## src/rtl/dmux8way16_reg.sv

```systemverilog
// rtl/dmux8way16_reg.sv - registered 8-way demux with per-channel valid/ready holding registers
// Optional: define DMUX8WAY16_COUNT_EN to add per-channel 8-bit input-transfer counters on COUNT.
module dmux8way16_reg #(
  parameter int WIDTH = 16
) (
  input  logic               CLK,
  input  logic               RST,
  input  logic [WIDTH-1:0]   IN,
  input  logic [2:0]         S,
  input  logic               IN_VALID,
  output logic               IN_READY,
  output logic [8*WIDTH-1:0] OUT,
  output logic [7:0]         OUT_VALID,
  input  logic [7:0]         OUT_READY
`ifdef DMUX8WAY16_COUNT_EN
  ,
  output logic [63:0]        COUNT
`endif
);

  logic [8*WIDTH-1:0] data_q, data_d;
  logic [7:0]         valid_q, valid_d;
  logic               in_xfer;
  logic [7:0]         load;

  // Readiness looks only at the selected channel so words are never reordered.
  assign IN_READY = !RST && (!valid_q[S] || OUT_READY[S]);
  assign in_xfer  = IN_VALID && IN_READY;
  assign load     = in_xfer ? (8'b1 << S) : 8'b0;

  always_comb begin
    data_d  = data_q;
    valid_d = valid_q;
    for (int k = 0; k < 8; k++) begin
      if (valid_q[k] && OUT_READY[k]) begin
        valid_d[k] = 1'b0;
      end
      // A load wins over a same-cycle drain: the new word replaces the old one.
      if (load[k]) begin
        data_d[k*WIDTH +: WIDTH] = IN;
        valid_d[k]               = 1'b1;
      end
    end
  end

  always_ff @(posedge CLK or posedge RST) begin
    if (RST) begin
      data_q  <= '0;
      valid_q <= 8'h00;
    end else begin
      data_q  <= data_d;
      valid_q <= valid_d;
    end
  end

  assign OUT       = data_q;
  assign OUT_VALID = valid_q;

`ifdef DMUX8WAY16_COUNT_EN
  logic [63:0] count_q, count_d;

  always_comb begin
    count_d = count_q;
    for (int k = 0; k < 8; k++) begin
      if (load[k]) begin
        count_d[k*8 +: 8] = count_q[k*8 +: 8] + 8'd1;
      end
    end
  end

  always_ff @(posedge CLK or posedge RST) begin
    if (RST) begin
      count_q <= '0;
    end else begin
      count_q <= count_d;
    end
  end

  assign COUNT = count_q;
`endif

endmodule

```

## config.mk

```make
export PLATFORM = sky130hd
export DESIGN_NAME = dmux8way16_reg
export DESIGN_NICKNAME = d
export VERILOG_FILES = /design/src/rtl/dmux8way16_reg.sv
export SDC_FILE = /design/constraint.sdc
export NUM_CORES = 1
export LEC_CHECK = 0
export ABC_CLOCK_PERIOD_IN_PS = 4900
export CORE_ASPECT_RATIO = 0.75
export CORE_MARGIN = 2
export CORE_UTILIZATION = 48
export CTS_BUF_LIST = sky130_fd_sc_hd__clkbuf_4 sky130_fd_sc_hd__clkbuf_8
export DETAILED_ROUTE_END_ITERATION = 8
export PLACE_DENSITY = 0.92
export RECOVER_POWER = 50
export SLEW_MARGIN = 40
export SYNTH_ARGS = -nofsm -noshare
export SYNTH_HDL_FRONTEND = slang
export SYNTH_SLANG_ARGS = --single-unit
```

## constraint.sdc

```tcl
create_clock -name CLK -period 4.9 [get_ports CLK]
set_input_delay 0.735 -clock CLK [delete_from_list [all_inputs] [get_ports CLK]]
set_output_delay 0.735 -clock CLK [all_outputs]
set_load 0.05 [all_outputs]
```

# ---- Word level (Yosys, flattened, before mapping)
# Index checks and enable logic that the tools add are counted.
dict set report totals {
  regBits 136
  input_bits 30
  output_inout_bits 137
  word_cells 60
}
dict set report classes {
  magnitude_cmp 1
  shifts 1
  mux 21
  reduce_logical 21
}
# operator n
set ops {}
lappend ops {{two-way mux 1 bit} 18}
lappend ops {{nonzero test 2 bit} 8}
lappend ops {{logical AND 1 bit} 10}
lappend ops {{two-way mux 8 bit} 1}
lappend ops {{left shift 1 x 3 -> 8 bit (first input constant)} 1}
lappend ops {{binary-select mux 1 bit (select 3 bit)} 2}
lappend ops {{< comparator 3 x 4 -> 1 bit (second input constant)} 1}
lappend ops {{logical NOT 1 bit} 2}
lappend ops {{logical OR 1 bit} 1}

# ---- Logic depth before layout (Yosys ltp)
# Gate-level depths: netlist of the first run.
dict set report logic_depth {
  ltp_word 8
  mapped_depth 6
  depth_no_buf 3
}

# ---- Worst setup path after synthesis of the first run
# OpenSTA, ideal clock, no wires.
dict set report synth_timing {
  kind {input -> output}
  startpoint {in S[1]}
  endpoint {out IN_READY}
  arrival_time_ns 1.906
  required_time_ns 4.165
  slack_ns 2.259
  cell_stages 4
  path_buffers 1
  path_cell_list {buf_4 -> nand4b_1 -> o311ai_0 -> o22ai_1}
}
dict set report synth_between {
  elab_chain_len 5
  elab_cells_between_ends 7
  cone_classes {mux (4); reduce/logical (3)}
}
# item line
set synth_lines {}
lappend synth_lines {{start: declaration} 9} ;# input logic [2:0] S,
lappend synth_lines {{binary-select mux 1 bit (select 3 bit)} 27} ;# assign IN_READY = !RST && (!valid_q[S] || OUT_READY[S]);
lappend synth_lines {{two-way mux 1 bit (not written as such)} 27}
lappend synth_lines {{logical NOT 1 bit} 27}
lappend synth_lines {{logical OR 1 bit *} 27}
lappend synth_lines {{logical AND 1 bit *} 27}
lappend synth_lines {{end: declaration} 11} ;# output logic IN_READY,
# Mark *: on every way between the ends. The rest lies on a longest branch, timed or not. The select of a mux whose other input is x is not followed.

# ---- Worst setup path after layout of the first run
# Ends and elaborated chain as after synthesis.

==> results of run 1 <==
placed cells by master (no fill, tap or decap), types with 3 or more instances in the layout:
master / n
clkbuf_8: 20
clkdlybuf4s50_1: 116
clkinv_2: 5
clkinvlp_4: 3
dfrtp_1: 136
dlygate4sd3_1: 50
mux2_1: 41
mux2_2: 58
mux2_4: 29
nand2_1: 8
nand2b_1: 9
nand4_1: 4
routing by layer:
layer,up-vias,share of wire (%),GRT usage [%]
met1,1772,43,29.0
met5,-,0,0
li1,1501,-,-
met2,116,50,37.1
met4,0,0.86,7.33
met3,8,6.5,7.56
layout make-up:
class                           count  area (um2)  area share, %
Sequential cell                   136        3400           45.3
Multi-Input combinational cell    172        1850           24.6
Timing Repair Buffer              169        1680           22.3
Tap cell                          140         175           2.33
Clock inverter                     12         125           1.66
Clock buffer                       20         275           3.66
Inverter                            1        11.3          0.150
state kept, by name, summed over array words and instances (netlist names):
name	flops
OUT_VALID	8
OUT	128
worst max-delay path: cells and delay by family:
family	cells	cell delay, ns
simple gates	1	0.57
buf+inv	2	1.46
compound gates	2	0.24
final timing paths:
check,start,depth (start not counted),end
worst min register to register,OUT[89],1,OUT[89]
min in group asynchronous,RST,2,OUT_VALID[7]
max in group asynchronous,RST,3,OUT[8]
worst max-delay path,S[1],5,IN_READY
worst max register to register,OUT_VALID[3],3,OUT[48]
worst min-delay path,OUT[89],1,OUT[89]
cell families (layout without fill, tap and decap cells):
kind of cell	Yosys count	after routing	synth area share, %
muxes	128	128	28.6
AOI/OAI and AO/OA	5	5	0.668
buffers and inverters	14	202	2.44
DFF	136	136	62.7
and+or+nand+nor	39	39	5.65
power groups by stage:
| stage | Combinational [mW] | Clock, mW | Sequential (mW) |
|---|---|---|---|
| floorplan | 0.271 | 0 | 2.40 |
| global route | 1.81 | 0.983 | 1.54 |
| finish | 1.75 | 0.907 | 1.51 |
| CTS | 1.80 | 0.932 | 1.52 |
| global placement | 1.76 | 0 | 1.51 |
| detailed placement | 1.79 | 0 | 1.53 |
stage by stage:
stage	worst slack [ns]	hold slack (ns)	utilization, %
2_1_floorplan	0.526	0.820	-
3_3_place_gp	1.21	0.467	65.2
3_5_place_dp	1.14	0.478	65.2
4_1_cts	1.12	0.490	68.9
5_1_grt	1.09	0.502	68.5
6_report	1.16	0.483	68.5
==> impl_results.md, run 1 <==
* Total Routing Usage GR at 22.7%
* Cell area after layout at 7520 um2
* Power per cell area at 554 nW/um2
* Core Region at 11000 um2
* Share of flip-flops with an asynchronous set or reset at 100%
* Number of antenna violations at the first check in global routing at 0
* Top FF cell, synth: dfrtp_1
* CTS root buffer: clkbuf_8
* Critical path startpoint category: input pin
* Sequential fraction of design power at 36.3%
* Antenna-violating nets left at 0
* Drt total wl at 13400 um
* Vias per cell at 5.23
* Max transition margin at 2.97%
* Share of cells above drive strength 1 at 25.3%
* Vias in the first global route at 3649
* CTS Buf Count at 17
* Yosys warnings at 0
* Overflow after GRT at 0
* Netlist Area Pre-Place at 5430 um2
* # DRC at 0
* Synthesized area per cell at 16.9 um2
* Count leader, synth: dfrtp_1
* Iter 0 DRT Violations at 130
* Syn nets at 352
* Area contributors post-synth: dfrtp_1 63%, mux2_2 12%, mux2_1 8.5%
* Tmin final at 3.74 ns
* Combinational share of power at 41.9%
* Initial core utilization at 49.4%
* Maximum clock rate at 0.268 GHz
* Max Buffers Root-to-Sink at 2
* Worst Setup End Kind: output port
* Worst Path Arrival at 3.00 ns
* Placed Area at 7170 um2
* Critical-path maximum fanout at 14
* Worst Tran Pin Value at 1.46 ns
* Post-synth cell types at 33
* Final nets at 527
* Seq/Total Area, Yosys at 62.7%
* Synth top cells by count: 136 x dfrtp_1, 58 x mux2_2, 41 x mux2_1, 29 x mux2_4, 9 x nand2b_1
* Post-cts resize count at 0
* Global-route wire length before repair at 20500 um
* Postcts setup bufs at 0
* Worst Path Required at 4.16 ns
* Largest net degree at the start of global routing at 86
* Run status: finished clean
* Peak supply drop at 329 uV
* Input/output buffers at 166
* Placed Cells at 618
* Layout area overhead at 38.5%
* Flop2flop setup slack at 2.64 ns
* CTS clk-pin slew, worst paths at 0.07 ns
* Max H-tree Level at 4
* Area leader, netlist: dfrtp_1
* Placer Congestion at 0.839
* Worst hold path class: register to register
* Max-cap violations at 0
* EDFF count, synth at 0
* Post-Layout Cell Count at 650
* DR WL/cell at 20.6 um
* Die Ht at 96.1 um
* IO Pins at 167
* Post-synthesis cell count at 322
* Final Max Slew Viols at 0
* Filler instances at 778
* Int Pwr at 2.46 mW
* CTS Hold Bufs at 0
* CP max stage delay at 0.75 ns
* RSZ-0062 raised after global routing: no
* Cells along the critical path: dlygate4sd3_1, or4b_1, o211ai_1, o22ai_1, clkdlybuf4s50_1
* Die area at 12200 um2
* NetSw at 1.71 mW
* Seq cells post-synth at 136
* CP max-delay cell: dlygate4sd3_1
* Clk_skew at 0.0105 ns
* Yosys top cell area share at 62.7%
* Final Total Pwr at 4.17 mW
* WS Path Type: input pin to output port
* Clock power frac at 21.8%
* Pre-Repair DR Iteration Count at 7
* Std cell rows at 33
* Vias at 3397
* Crit share post-route at 76.2%
* LEAKAGE at 3.38 nW
* TritonCTS clock tree: done
* Detailed Place HPWL at 9100 um
* N_diodes at 0
* Final setup fails at 0
* Clock Sinks at 136
* Clock latency on the worst-skew pair at 0.42 ns
* Sw Ratio at 41.0%
* Setup TNS at 0 ns
* Die X-Extent at 127 um
* Hold Vio Cnt, Final at 0
No activity file was read; power rests on OpenSTA's default activity.
==> inputs of run 2 (changes only) <==
Settings changed: ABC_CLOCK_PERIOD_IN_PS 4900 to 3190, CORE_UTILIZATION 48 to 44, PLACE_DENSITY 0.92 to 0.89.
Clock period 4.9 ns to 3.19 ns, I/O delays scaled along.
==> run 2 against run 1 <==
Effect of this change: clock power is 64% higher; largest power group unchanged; sequential share of layout area is 0.54 points lower; highest routed layer unchanged; combinational power is 54% higher; routed wire length is 0.31% lower; worst hold slack better by 0.0033 ns; sequential power is 54% higher; first-iteration DRC count stayed put; final area is 1.2% higher; power is 57% higher.
==> impl_results.md, run 2 (same netlist as run 1, synthesis figures left out) <==
* Run status: finished clean
* Worst Path Required at 3.50 ns (-0.66 ns)
* # DRC at 0 (unchanged)
* Number of antenna violations at the first check in global routing at 0 (unchanged)
* FF-to-FF path depth at 3 (unchanged)
* CP delay by family, top: simple AND/OR/NAND/NOR gates
* Tmin final at 2.63 ns
* Total Routing Usage GR at 21.4% (-1.2 points)
* Clock Sinks at 136 (unchanged)
* Clk_skew at 0.00942 ns (-0.00107 ns)
* Min-delay src: OUT[114]
* DR WL/cell at 19.7 um (-4.4%)
* CP max-delay cell: nand3_1
* LEAKAGE at 3.35 nW (-0.70%)
* Hold path cells at 1 (unchanged)
* Met1 Use GR at 28.3% (-0.68 points)
* Vias at 3421 (+0.71%)
* Die X-Extent at 132 um (+4.3%)
* Global-route wire length before repair at 21500 um (+5.0%)
* Clock latency on the worst-skew pair at 0.44 ns (+0.02 ns)
* Overflow after GRT at 0 (unchanged)
* Core Region at 12200 um2 (+11%)
* Input/output buffers at 166 (unchanged)
* CP max stage delay at 0.81 ns (+0.06 ns)
* CTS root buffer: clkbuf_8
* Hold EP: OUT[114]
* Flop2flop setup slack at 1.21 ns (-1.43 ns)
* Setup TNS at 0 ns (unchanged)
* Post-cts resize count at 0 (unchanged)
* Vias in the first global route at 3822 (+4.7%)
* R2R Path Start: OUT_VALID[0]
* Detailed Place HPWL at 8990 um (-1.3%)
* Max Buffers Root-to-Sink at 2 (unchanged)
* Std cell rows at 35 (+6.1%)
* Storage cell area at 3400 um2 (unchanged)
* Max FFs per register at 128 (unchanged)
* Critical path startpoint category: input pin
* Max transition margin at 33.0% (+30 points)
* Share of cells above drive strength 1 at 24.4% (-0.88 points)
* Final nets at 530 (+0.57%)
* Commonest non-fill, non-tap cell in the layout: clkdlybuf4s50_1
* Initial core utilization at 44.6% (-4.8 points)
* Worst hold path class: register to register
* RSZ-0062 raised after global routing: no
* Worst Setup End Kind: register
* CTS clk-pin slew, worst paths at 0.07 ns (about the same)
* Vias per cell at 5.05 (-3.5%)
* Global routing usage on met3 at 6.16% (-1.4 points)
* Die Ht at 100 um (+4.3%)
* Hold Vio Cnt, Final at 0 (unchanged)
* Filler instances at 940 (+21%)
* Power per cell area at 857 nW/um2 (+55%)
* Pre-Repair DR Iteration Count at 4 (-3)
* Worst Path Arrival at 2.93 ns (-0.07 ns)
* Maximum clock rate at 0.381 GHz
* CP bufs+invs at 1 (-1)
* Die area at 13300 um2 (+8.8%)
* Drt total wl at 13400 um (-0.31%)
* Final Max Slew Viols at 0 (unchanged)
* Layout area overhead at 40.2%
* Max H-tree Level at 4 (unchanged)
* Postcts setup bufs at 0 (unchanged)
* WS Path Type: input pin to register
* TritonCTS clock tree: done
* Multi-input gate area at 1850 um2 (about the same)
* CTS Buf Count at 17 (unchanged)
* Peak supply drop at 508 uV (+55%)
* Iter 0 DRT Violations at 130 (unchanged)
* Crit share post-route at 82.3%
* Antenna-violating nets left at 0 (unchanged)
* Met2 Resource Use GR at 34.5% (-2.7 points)
* Final setup fails at 0 (unchanged)
* Largest net degree at the start of global routing at 136 (+58%)
* CTS Hold Bufs at 0 (unchanged)
* Worst Tran Pin Value at 1.00 ns (-0.453 ns)
* Placer Congestion at 0.855 (+2.0%)
* Max-cap violations at 0 (unchanged)
* N_diodes at 0 (unchanged)
* Most frequent cells in the layout: 160 x clkdlybuf4s50_1, 136 x dfrtp_1, 58 x mux2_2, 49 x mux2_1, 21 x mux2_4
* Cells along the critical path: dlygate4sd3_1, nor2b_1, nand3_1, mux2_1
* RR Endpoint: OUT[7]
* IO Pins at 167 (unchanged)
* Critical-path maximum fanout at 17 (+3)
* Final Total Pwr at 6.52 mW (+57%)
* GRT busiest layer: met2
run 2: changes by cell type in the layout (fill, tap and decap cells not counted), moves of 3 or more:
cell,previous run,this run
mux2_1,41,49
mux2_4,29,21
clkbuf_4,0,3
dlygate4sd3_1,50,5
clkdlybuf4s50_1,116,160
run 2: layout make-up:
cell class,count,share of cell area [%]
sequential,136,44.7
inverter,1,0.0658
clock inverter,8,1.58
clock buffer,23,3.91
tap,166,2.73
timing repair buffer,172,22.6
multi-input combinational,172,24.4
run 2: routing by layer:
layer  up-vias  wire length [um]
li1       1503                 -
met1      1784              5900
met2       115              6490
met3        19               789
met4         0               191
met5         -                 0
run 2: how the worst max path moves through the flow:
stage / to / cells past startpoint / startpoint
after floorplan: OUT[0] / 1 / RST
after global placement: OUT[1] / 4 / S[0]
after detailed placement: OUT[6] / 4 / S[0]
after CTS: IN_READY / 5 / S[0]
after global routing: OUT[7] / 4 / S[0]
final: OUT[7] / 4 / S[0]
run 2: metrics by stage:
step	utilization, %	hold slack, ns	cell area [um2]	instances	setup slack (ns)
after floorplan	-	0.610	5430	322	1.02
after global placement	59.5	0.472	7240	647	0.608
after detailed placement	59.5	0.481	7240	647	0.514
after CTS	62.9	0.473	7660	678	0.701
after global routing	62.5	0.507	7610	678	0.408
final	62.5	0.487	7610	678	0.564
run 2: power by group:
| part | switching [mW] | leakage, nW | total [mW] | internal [mW] |
|---|---|---|---|---|
| registers | 0.226 | 1.68 | 2.33 | 2.11 |
| logic | 1.76 | 1.46 | 2.70 | 0.946 |
| clock network | 0.634 | 0.212 | 1.49 | 0.854 |
| total | 2.62 | 3.35 | 6.52 | 3.91 |
